$ cat src/rtl/product_bcd_pkg.sv
// Shared types and default sizing for the product-to-BCD converter.
package product_bcd_pkg;

    localparam int WIDTH_DEF  = 16;
    localparam int DIGITS_DEF = 5;
    localparam int BCD_W_DEF  = 4 * DIGITS_DEF;

    typedef enum logic {
        IDLE    = 1'b0,
        CONVERT = 1'b1
    } state_t;

endpackage

$ cat src/rtl/product_bcd_digit_adjust.sv
// Double-dabble digit correction: a BCD digit of 5 or more gets +3 before the shift.
module bcd_digit_adjust (
    input  logic [3:0] digit_i,
    output logic [3:0] digit_o
);

    // Values 5..9 map to 8..12, so the 4-bit add never wraps.
    always_comb begin
        digit_o = (digit_i >= 4'd5) ? (digit_i + 4'd3) : digit_i;
    end

endmodule

$ cat src/rtl/product_bcd.sv
// Captures a multiplier product on the rising edge of READY and converts it
// serially to packed BCD, one bit per clock, with a one-deep pending buffer.
//
// state   | meaning
// IDLE    | waiting for a READY rising edge
// CONVERT | shifting the product through the add-3 chain, count bits left
module product_bcd
    import product_bcd_pkg::*;
#(
    parameter int WIDTH  = WIDTH_DEF,
    parameter int DIGITS = DIGITS_DEF
) (
    input  logic                  clock,
    input  logic                  n_reset,
    input  logic                  READY,
    input  logic [WIDTH-1:0]      AQ,
    output logic [4*DIGITS-1:0]   BCD,
    output logic                  VALID,
    output logic                  BUSY,
    output logic                  OVERRUN
);

    localparam int BCD_W = 4 * DIGITS;
    localparam int SR_W  = BCD_W + WIDTH;
    localparam int CW    = $clog2(WIDTH + 1);
    localparam logic [CW-1:0] CNT_LOAD = CW'(WIDTH);

    state_t            state_q, state_d;
    logic [SR_W-1:0]   sr_q, sr_d;
    logic [CW-1:0]     count_q, count_d;
    logic [WIDTH-1:0]  pend_q, pend_d;
    logic              pending_q, pending_d;
    logic [BCD_W-1:0]  bcd_q, bcd_d;
    logic              valid_q, valid_d;
    logic              overrun_q, overrun_d;
    logic              ready_q;

    logic              cap;
    logic              done;
    logic [BCD_W-1:0]  adj_w;
    logic [SR_W-1:0]   sr_adj;
    logic [SR_W-1:0]   sr_shift;

    genvar g;
    generate
        for (g = 0; g < DIGITS; g++) begin : g_adj
            bcd_digit_adjust u_adj (
                .digit_i (sr_q[WIDTH + 4*g +: 4]),
                .digit_o (adj_w[4*g +: 4])
            );
        end
    endgenerate

    // One conversion step: corrected scratch digits, then shift everything left.
    always_comb begin
        sr_adj   = {adj_w, sr_q[WIDTH-1:0]};
        sr_shift = sr_adj << 1;
    end

    // Next-state logic: edge capture, conversion sequencing and pending buffer.
    always_comb begin
        state_d   = state_q;
        sr_d      = sr_q;
        count_d   = count_q;
        pend_d    = pend_q;
        pending_d = pending_q;
        bcd_d     = bcd_q;
        valid_d   = 1'b0;
        overrun_d = overrun_q;
        cap       = READY & ~ready_q;
        done      = (count_q == CW'(1));

        case (state_q)
            IDLE: begin
                if (cap) begin
                    sr_d    = {{BCD_W{1'b0}}, AQ};
                    count_d = CNT_LOAD;
                    state_d = CONVERT;
                end
            end
            CONVERT: begin
                sr_d    = sr_shift;
                count_d = count_q - CW'(1);
                if (done) begin
                    bcd_d   = sr_shift[SR_W-1:WIDTH];
                    valid_d = 1'b1;
                    if (pending_q) begin
                        // Pending value starts now; a simultaneous capture refills the buffer.
                        sr_d      = {{BCD_W{1'b0}}, pend_q};
                        count_d   = CNT_LOAD;
                        pending_d = cap;
                        if (cap) pend_d = AQ;
                    end else if (cap) begin
                        sr_d    = {{BCD_W{1'b0}}, AQ};
                        count_d = CNT_LOAD;
                    end else begin
                        state_d = IDLE;
                    end
                end else if (cap) begin
                    // Newest product wins; a full buffer means one product is lost.
                    if (pending_q) overrun_d = 1'b1;
                    pend_d    = AQ;
                    pending_d = 1'b1;
                end
            end
            default: state_d = IDLE;
        endcase
    end

    // State register; ready_q resets high so a READY held through reset is ignored.
    always_ff @(posedge clock or negedge n_reset) begin
        if (!n_reset) begin
            state_q   <= IDLE;
            sr_q      <= '0;
            count_q   <= '0;
            pend_q    <= '0;
            pending_q <= 1'b0;
            bcd_q     <= '0;
            valid_q   <= 1'b0;
            overrun_q <= 1'b0;
            ready_q   <= 1'b1;
        end else begin
            state_q   <= state_d;
            sr_q      <= sr_d;
            count_q   <= count_d;
            pend_q    <= pend_d;
            pending_q <= pending_d;
            bcd_q     <= bcd_d;
            valid_q   <= valid_d;
            overrun_q <= overrun_d;
            ready_q   <= READY;
        end
    end

    assign BCD     = bcd_q;
    assign VALID   = valid_q;
    assign BUSY    = (state_q == CONVERT);
    assign OVERRUN = overrun_q;

endmodule

$ cat config.mk
export PLATFORM = sky130hd
export DESIGN_NAME = product_bcd
export DESIGN_NICKNAME = d
export VERILOG_FILES = /design/src/rtl/product_bcd_pkg.sv /design/src/rtl/product_bcd_digit_adjust.sv /design/src/rtl/product_bcd.sv
export SDC_FILE = /design/constraint.sdc
export NUM_CORES = 1
export LEC_CHECK = 0
export CAP_MARGIN = 5
export CORE_UTILIZATION = 45
export CTS_CLUSTER_SIZE = 40
export DETAILED_ROUTE_END_ITERATION = 16
export GPL_TIMING_DRIVEN = 0
export PLACE_DENSITY_LB_ADDON = 0.08
export SYNTH_ARGS = -nofsm -noshare
export SYNTH_HDL_FRONTEND = slang
export SYNTH_SLANG_ARGS = --single-unit
$ cat constraint.sdc
create_clock -name clock -period 2.09 [get_ports clock]
set_input_delay 0.418 -clock clock [delete_from_list [all_inputs] [get_ports clock]]
set_output_delay 0.418 -clock clock [all_outputs]
set_load 0.01 [all_outputs]
Word level (Yosys, flattened, before mapping)
Index checks and enable logic that the tools add are counted.
Word-level totals
  input bits: 19
  word-level logic and storage cells: 59
  register bits after elaboration: 82
Cells by class
  reductions and logical operators: 5
  add/subtract/negate cells: 6
  bitwise logic cells: 4
  magnitude comparators: 5
  eq/ne operators: 3
  muxes and demuxes: 27
Operators by type and width (number)
  36-bit two-way mux: 4
  36-bit one-hot mux with 2 select lines: 1
  16-bit two-way mux: 3
  4-bit by 3-bit greater-or-equal comparator with 1-bit output (second input constant): 5
  5-bit two-way mux: 4
  4-bit by 2-bit adder with 4-bit output (second input constant): 4
  4-bit two-way mux: 4
  5-bit one-hot mux with 2 select lines: 1
  1-bit two-way mux: 8
  2-bit AND reduction: 3
  5-bit by 1-bit == test with 1-bit output (second input constant): 1
  5-bit by 1-bit subtractor with 5-bit output (second input constant): 1
  2-bit != test (second input constant): 2
  4-bit AND reduction: 1
  3-bit by 2-bit adder with 3-bit output (second input constant): 1
  3-bit two-way mux: 1
  1-bit NOT: 3
  1-bit one-hot mux with 2 select lines: 1
  2-bit nonzero test: 1
  1-bit AND: 1

Logic depth before layout (Yosys ltp)
Gate-level depths: netlist of run 1.
  depth in word-level cells: 6
  mapped depth: 8
  gate-level depth less buffers: 6

Cells and area by module
A second synthesis of run 1 with hierarchy kept.
Unflattened totals
  cells, all modules: 410
  area total of the unflattened synthesis: 4249.1 um2
By module, submodules not included
  product_bcd: seq. area each 2053.2 um2, area each 3742.3 um2, cells an instance 330, instances 1
  bcd_digit_adjust: seq. area each 0.0 um2, area each 101.3 um2, cells an instance 16, instances 5

Least setup slack after synthesis of run 1
No wires, ideal clock.
  path kind: register -> register
  start point: register count_q[1]
  end point: register pend_q[0]
  clock period less this slack: 2.019 ns
  data required time: 1.965 ns
  setup slack: 0.071 ns
  arrival: 1.894 ns
  path buffers: 2
  stages on the path, launching flop included: 8
  cells stage by stage: dfrtp_1 > inv_1 > ha_1 > or4b_1 > buf_2 > o211ai_4 > buf_12 > mux2_4
Between the ends
  cells in the longest elaborated chain, start to end: 3
RTL lines
  start: declaration: line product_bcd.sv:30  | logic [CW-1:0] count_q, count_d;
  start signal: assignment: line product_bcd.sv:125  | count_q <= count_d;
  5-bit by 1-bit == test with 1-bit output (*): line product_bcd.sv:71  | done = (count_q == CW'(1));
  2-bit != test (no line)
  2-bit AND reduction (no line)
  end signal: assignment: line product_bcd.sv:126  | pend_q <= pend_d;
  end: declaration: line product_bcd.sv:31  | logic [WIDTH-1:0] pend_q, pend_d;
Every way passes the cells marked *; elsewhere a longest branch is shown, timed or not.
A chain may end at the register's enable or synchronous reset.

Worst setup path after layout of run 1
  start point: register count_q[1]
  end point: register pend_q[2]
Same word-level chain as after synthesis.

==> results of run 1 <==
per-stage QoR:
step	cell area, um2	std cells	util [%]	power [mW]	setup WS (ps)
5_1_grt	4751	512	57.82	6.889	4.502
3_5_place_dp	4373	483	53.22	5.077	-620.3
4_1_cts	4706	510	57.27	6.377	-13.07
3_3_place_gp	4355	482	53.01	4.981	-2385
6_report	4751	512	57.82	6.369	68.59
2_1_floorplan	3814	336	-	4.192	71.31
flip-flops by register name (all words and copies together), names as in the netlist:
signal and cells:
ready_q 1, VALID 1, pend_q 16, OVERRUN 1, pending_q 1, sr_q 36
BUSY 1, BCD 20, count_q 5
cells in the mapped netlist:
| library cell | number | area [um2] |
|---|---|---|
| buf_6 | 2 | 22.52 |
| inv_1 | 14 | 52.55 |
| and2_1 | 1 | 6.260 |
| buf_1 | 2 | 7.510 |
| a41o_1 | 1 | 10.01 |
| mux2_4 | 10 | 150.1 |
| nor3b_1 | 10 | 75.07 |
| a221o_1 | 15 | 150.1 |
| buf_12 | 1 | 20.02 |
| xnor2_1 | 5 | 43.79 |
| nor3_1 | 1 | 5.000 |
| nand3_1 | 2 | 10.01 |
| nor2b_1 | 1 | 6.260 |
| nor4_1 | 1 | 6.260 |
| nor4b_2 | 1 | 15.01 |
| dfrtp_1 | 81 | 2027 |
| ha_1 | 12 | 150.1 |
| and3_1 | 1 | 6.260 |
| o21ai_0 | 44 | 220.2 |
| nand2b_1 | 6 | 37.54 |
| a22o_1 | 17 | 148.9 |
| o211ai_4 | 1 | 21.27 |
| a222oi_1 | 1 | 10.01 |
| o311ai_0 | 1 | 8.760 |
| buf_2 | 4 | 20.02 |
| a21oi_1 | 17 | 85.08 |
| nand4b_1 | 1 | 8.760 |
| nor2_1 | 2 | 7.510 |
| a32oi_1 | 5 | 43.79 |
| mux2_2 | 13 | 146.4 |
| or4b_1 | 1 | 10.01 |
| dfstp_2 | 1 | 26.28 |
| nand2_1 | 44 | 165.2 |
| o22ai_2 | 1 | 12.51 |
| or3b_2 | 1 | 8.760 |
| o211ai_1 | 2 | 15.01 |
| clkbuf_1 | 12 | 45.04 |
| o21ai_2 | 1 | 8.760 |
metal layers:
layer  global-route usage [%]  vias up  wire length (um)
met5                        0        -                 0
met4                    8.205        0               132
met3                    3.155       12               206
met2                    32.06       47              3807
met1                    25.64     1406              3613
li1                         -     1353                 -
critical path, stage by stage (launching register included):
cell      delay [ps]
dfrtp_1          400
inv_2             80
ha_4             120
or4b_4           500
o211ai_4         250
buf_6            150
buf_16           120
mux2_4           290
placed cells by master (no fill, tap or decap), types with 5 or more instances in the layout:
master,count
inv_1,13
buf_4,14
clkbuf_1,9
nor3b_1,10
o21ai_0,44
a32oi_1,5
mux2_4,10
clkbuf_8,10
nand2_1,43
mux2_2,13
a22o_1,17
clkdlybuf4s50_1,40
a21oi_1,17
ha_1,11
dfrtp_1,81
nand2b_1,6
a221o_1,15
xnor2_1,5
cells by family after synthesis:
kind of cell / share of synthesized area [%]
buf+inv: 4.396
mux: 7.775
fa+ha+maj: 3.937
simple gates: 9.646
flops: 53.84
compound gates: 19.26
xor+xnor: 1.148
cell type report:
type | instances | area (um2)
plain buffers | 18 | 113.9
clock buffers | 12 | 145.1
clock inverters | 4 | 51.30
fillers | 707 | 3466
inverters | 14 | 52.55
multi-input cells | 219 | 1628
flip-flops and latches | 82 | 2053
well taps | 105 | 131.4
repair buffers | 58 | 575.6
where the power goes:
group	internal [mW]	switching, mW	total (mW)
Clock	0.586	0.559	1.14
Combinational	1.37	1.22	2.59
Sequential	2.18	0.456	2.63
what timing repair did:
item | in CTS | in global routing
pin swaps | 1 | 1
endpoints found under the hold margin | 0 | 0
gates cloned | 1 | 0
resized for setup | 11 | 9
endpoints found under the setup margin | 63 | 68
setup buffers | 11 | 4
path summary, 6_finish.rpt:
path / from / to / slack [ps] / depth (start not counted)
worst min-delay path: n_reset / BCD[13]$_DFFE_PN0P_ / 50 / 1
worst min register to register: BCD[8]$_DFFE_PN0P_ / BCD[8]$_DFFE_PN0P_ / 480 / 2
min in group clock: BCD[8]$_DFFE_PN0P_ / BCD[8]$_DFFE_PN0P_ / 480 / 2
worst max register to register: count_q[1]$_DFFE_PN0P_ / pend_q[2]$_DFFE_PN0P_ / 70 / 7
max in group asynchronous: n_reset / sr_q[2]$_DFFE_PN0P_ / 1430 / 2
worst max-delay path: count_q[1]$_DFFE_PN0P_ / pend_q[2]$_DFFE_PN0P_ / 70 / 7
==> out/metrics.cfg, run 1 <==
[cells_and_area]
area_growth_pct=24.57
drive_gt1_share_pct=18.67
antenna_cells=0
nets=433

[floorplan]
rows=33
core_area_um2=8217
fp.dieH_um=94.06
die_x_um=94.06
fp.dieArea_um2=8847
start_util_pct=46.41
top_level_ports=42

[worst_hold_path]
holdCritPathClass=in -> async

[sta]
maxSlewHeadroom_pct=63.86
rsz0062_at_grt=false
timing.fmax_ghz=0.4947
skew_ps=11.73
setup_viol_count_final=0
tns_ps=0
final_hold_viol_count=0
worstMarginPinSlew_ps=542.2
slew_viol_final=0
timing.final.crit_share_pct=96.72
fin_crit_ps=2021
whs_ps=45.40

[clocking]
root_buffer=clkbuf_8
clkSlewWorstSetupHoldPaths_ps=80
cts_tree=yes
cts_sinks=82
htreeDepth=3
insertion_delay_ps=350
numCtsBuffers=9
clock_path_buffers=2
ctsHoldBuffers=0

[critical_path]
worst_ep_arrival_time_ps=2260
path_max_fanout=5
cp.required_ps=2320
path_class=reg -> reg
start_kind=flip-flop
end_kind=flip-flop

[synth]
synthCells=336
syn_area_um2=3814
synth_area_per_cell_um2=11.35
yosysSeqAreaShare_pct=53.84
synth_fp_nets=367
ys_ff_latch=82
ys_warn_count=0
synth_cell_types=38

[flow_run]
max_cap_violations=0

[routing]
via_count=2818
wire_per_inst_um=15.16
drt-total-wl_mm=7.760
drt_first_pass_iters=4
drc=0
vias_per_cell=5.504
ant_nets=0
drtIter0Drc=139

[pwr]
ir_drop_v=0.0004485
p_per_area_nw_per_um2=1341
p_leak_nw=2.111

[global_routing]
grt_pass1_wl_mm=13.20
grt_overflow=0
gr-usage-all-layers_pct=19.55
grt_pass1_vias=2788
antenna_found_initial=0
grt_max_degree=43

[place]
gp_congestion=0.7841
port_buffers=41
hpwl_mm=5.218

[run_status]
outcome=finished, final reports clean

Power figures use the tool's default switching activity.
==> run 2, diff against run 1 <==
clock period = 2.24 ns   (was 2.09 ns; I/O delays follow)
==> run 2 against run 1 <==
Flip-flop and latch count is the same. Worst hold slack better by 30 ps. Non-clock buffer count shrank 9. Wire length is 2.3% lower. Sequential power decreased by 7%. Via count fell by 1.9%. Clock skew decreased by 1.3 ps. Cell area down 2.7%. Clock power fell by 6%. Critical endpoint is now pend_q[7]$_DFFE_PN0P_. Highest routed layer unchanged.
==> out/metrics.cfg, run 2 (synthesis results as in run 1) <==
[cells_and_area]
nets=424  ; -2.1%
final_common_cell=dfrtp_1
fillers=715  ; +1.1%
multi_input_area_um2=1602  ; -1.6%
final_cell_mix=dfrtp_1 (81), o21ai_0 (44), nand2_1 (44), clkdlybuf4s50_1 (40)
regArea_um2=2053  ; unchanged
top_register=sr_q
instances_no_fill=503  ; -1.8%
largest_reg_flops=36  ; unchanged
stdcell_area_um2=4623  ; -2.7%
antenna_cells=0  ; unchanged
area_growth_pct=21.23
drive_gt1_share_pct=15.58  ; -3.1 points

[routing]
drt-total-wl_mm=7.581  ; -2.3%
drt_first_pass_iters=4  ; unchanged
wl_met2_mm=3.672  ; -3.5%
ant_nets=0  ; unchanged
via_count=2764  ; -1.9%
drc=0  ; unchanged
vias_per_cell=5.495  ; -0.16%
dr_wl_met3_um=197  ; -4.4%
wl_met1_mm=3.578  ; -0.97%
routed.top_layer=met4
drtIter0Drc=129  ; -7.2%
wire_per_inst_um=15.07  ; -0.56%

[critical_path]
critPathMaxStageDelay_ps=440  ; -60 ps
reg2reg_to=pend_q[7]$_DFFE_PN0P_
worst_ep_arrival_time_ps=2410  ; +150 ps
crit_chain=inv_1 > ha_1 > or4b_1 > clkbuf_4 > o211ai_4 > buf_4 > mux2_2
r2r-start=count_q[1]$_DFFE_PN0P_
path_max_fanout=5  ; unchanged
crit_family=buffers and inverters
reg2reg_slack_ps=70  ; about the same
end_kind=flip-flop
timing.critical_path.buf_inv=3  ; unchanged
path_class=reg -> reg
cp.required_ps=2490  ; +170 ps
start_kind=flip-flop
slowest_stage=or4b_1
crit_start=count_q[1]$_DFFE_PN0P_
reg2regPathDepth=7  ; unchanged

[floorplan]
core_area_um2=8217  ; unchanged
fp.dieArea_um2=8847  ; unchanged
fp.dieH_um=94.06  ; unchanged
top_level_ports=42  ; unchanged
rows=33  ; unchanged
die_x_um=94.06  ; unchanged
start_util_pct=46.41  ; unchanged

[global_routing]
gr-usage-all-layers_pct=19.29  ; -0.26 points
grt_pass1_vias=2713  ; -2.7%
grt_pass1_wl_mm=12.97  ; -1.7%
grt_max_degree=43  ; unchanged
grt_overflow=0  ; unchanged
antenna_found_initial=0  ; unchanged

[sta]
worstMarginPinSlew_ps=572.7  ; +30.53 ps
final_hold_viol_count=0  ; unchanged
whs_ps=75.69  ; +30.29 ps
slew_viol_final=0  ; unchanged
timing.fmax_ghz=0.4618  ; -6.6%
maxSlewHeadroom_pct=61.82  ; -2.0 points
fin_crit_ps=2165  ; +143.9 ps
timing.final.crit_share_pct=96.67  ; about the same
rsz0062_at_grt=true
setup_slack_ps=74.68  ; +6.091 ps
skew_ps=10.43  ; -1.309 ps
setup_viol_count_final=0  ; unchanged

[clocking]
htreeDepth=3  ; unchanged
clock_path_buffers=2  ; unchanged
insertion_delay_ps=350  ; about the same
cts_tree=yes
cts_sinks=82  ; unchanged
clkSlewWorstSetupHoldPaths_ps=80  ; about the same
root_buffer=clkbuf_8
numCtsBuffers=9  ; unchanged

[flow_run]
max_cap_violations=0  ; unchanged

[pwr]
p_per_area_nw_per_um2=1256  ; -6.3%
p_leak_nw=2.053  ; -2.8%
ir_drop_v=0.0004207  ; -6.2%

[place]
numPlacedInstances=483  ; unchanged
gp_congestion=0.7841  ; unchanged
hpwl_mm=5.218  ; unchanged
port_buffers=41  ; unchanged
placed_cell_area_um2=4373  ; unchanged
pre_cts_ws_ps=-500.3  ; +120.0 ps

[run_status]
outcome=finished, final reports clean

[worst_hold_path]
holdCritPathClass=in -> async

==> run 2: how the worst max path moves through the flow <==
stage	to	slack, ps	cells past startpoint
6_report	pend_q[7]$_DFFE_PN0P_	70	7
5_1_grt	pend_q[9]$_DFFE_PN0P_	-10	7
4_1_cts	pend_q[4]$_DFFE_PN0P_	10	7
3_5_place_dp	sr_q[35]$_DFFE_PN0P_	-500	8
3_3_place_gp	pend_q[13]$_DFFE_PN0P_	-2260	1
2_1_floorplan	pend_q[0]$_DFFE_PN0P_	220	7
==> run 2: what timing repair did <==
item | 4_1_cts | 5_1_grt
gates cloned | 0 | 0
endpoints found under the setup margin | 12 | 53
gates resized for setup | 2 | 5
pin swaps | 0 | 1
hold buffers | 0 | 0
buffers inserted | 0 | 6
==> run 2: per-layer routing <==
layer  GRT usage [%]  vias up
met2           30.84       45
li1                -     1336
met5               0        -
met4           8.205        0
met3           3.155       12
met1           25.90     1371
==> run 2: final cells by class <==
class,instances,share of cell area (%)
sequential,82,44.41
clock inverter,4,1.110
buffer,19,2.490
tap,105,2.842
clock buffer,12,3.139
multi-input combinational,219,34.64
inverter,14,1.137
timing repair buffer,48,10.23
==> run 2: metrics by stage <==
stage	util [%]	TNS (ps)	total power, mW
2_1_floorplan	-	0	3.911
4_1_cts	55.64	0	5.817
3_3_place_gp	53.01	-194020	4.647
5_1_grt	56.27	-42.89	6.289
3_5_place_dp	53.22	-11420	4.737
6_report	56.27	0	5.807
==> run 2: where the power goes <==
part	switching (mW)	total, mW	internal, mW
logic	1.10	2.28	1.19
clock network	0.521	1.07	0.547
registers	0.423	2.45	2.03
total	2.04	5.81	3.77
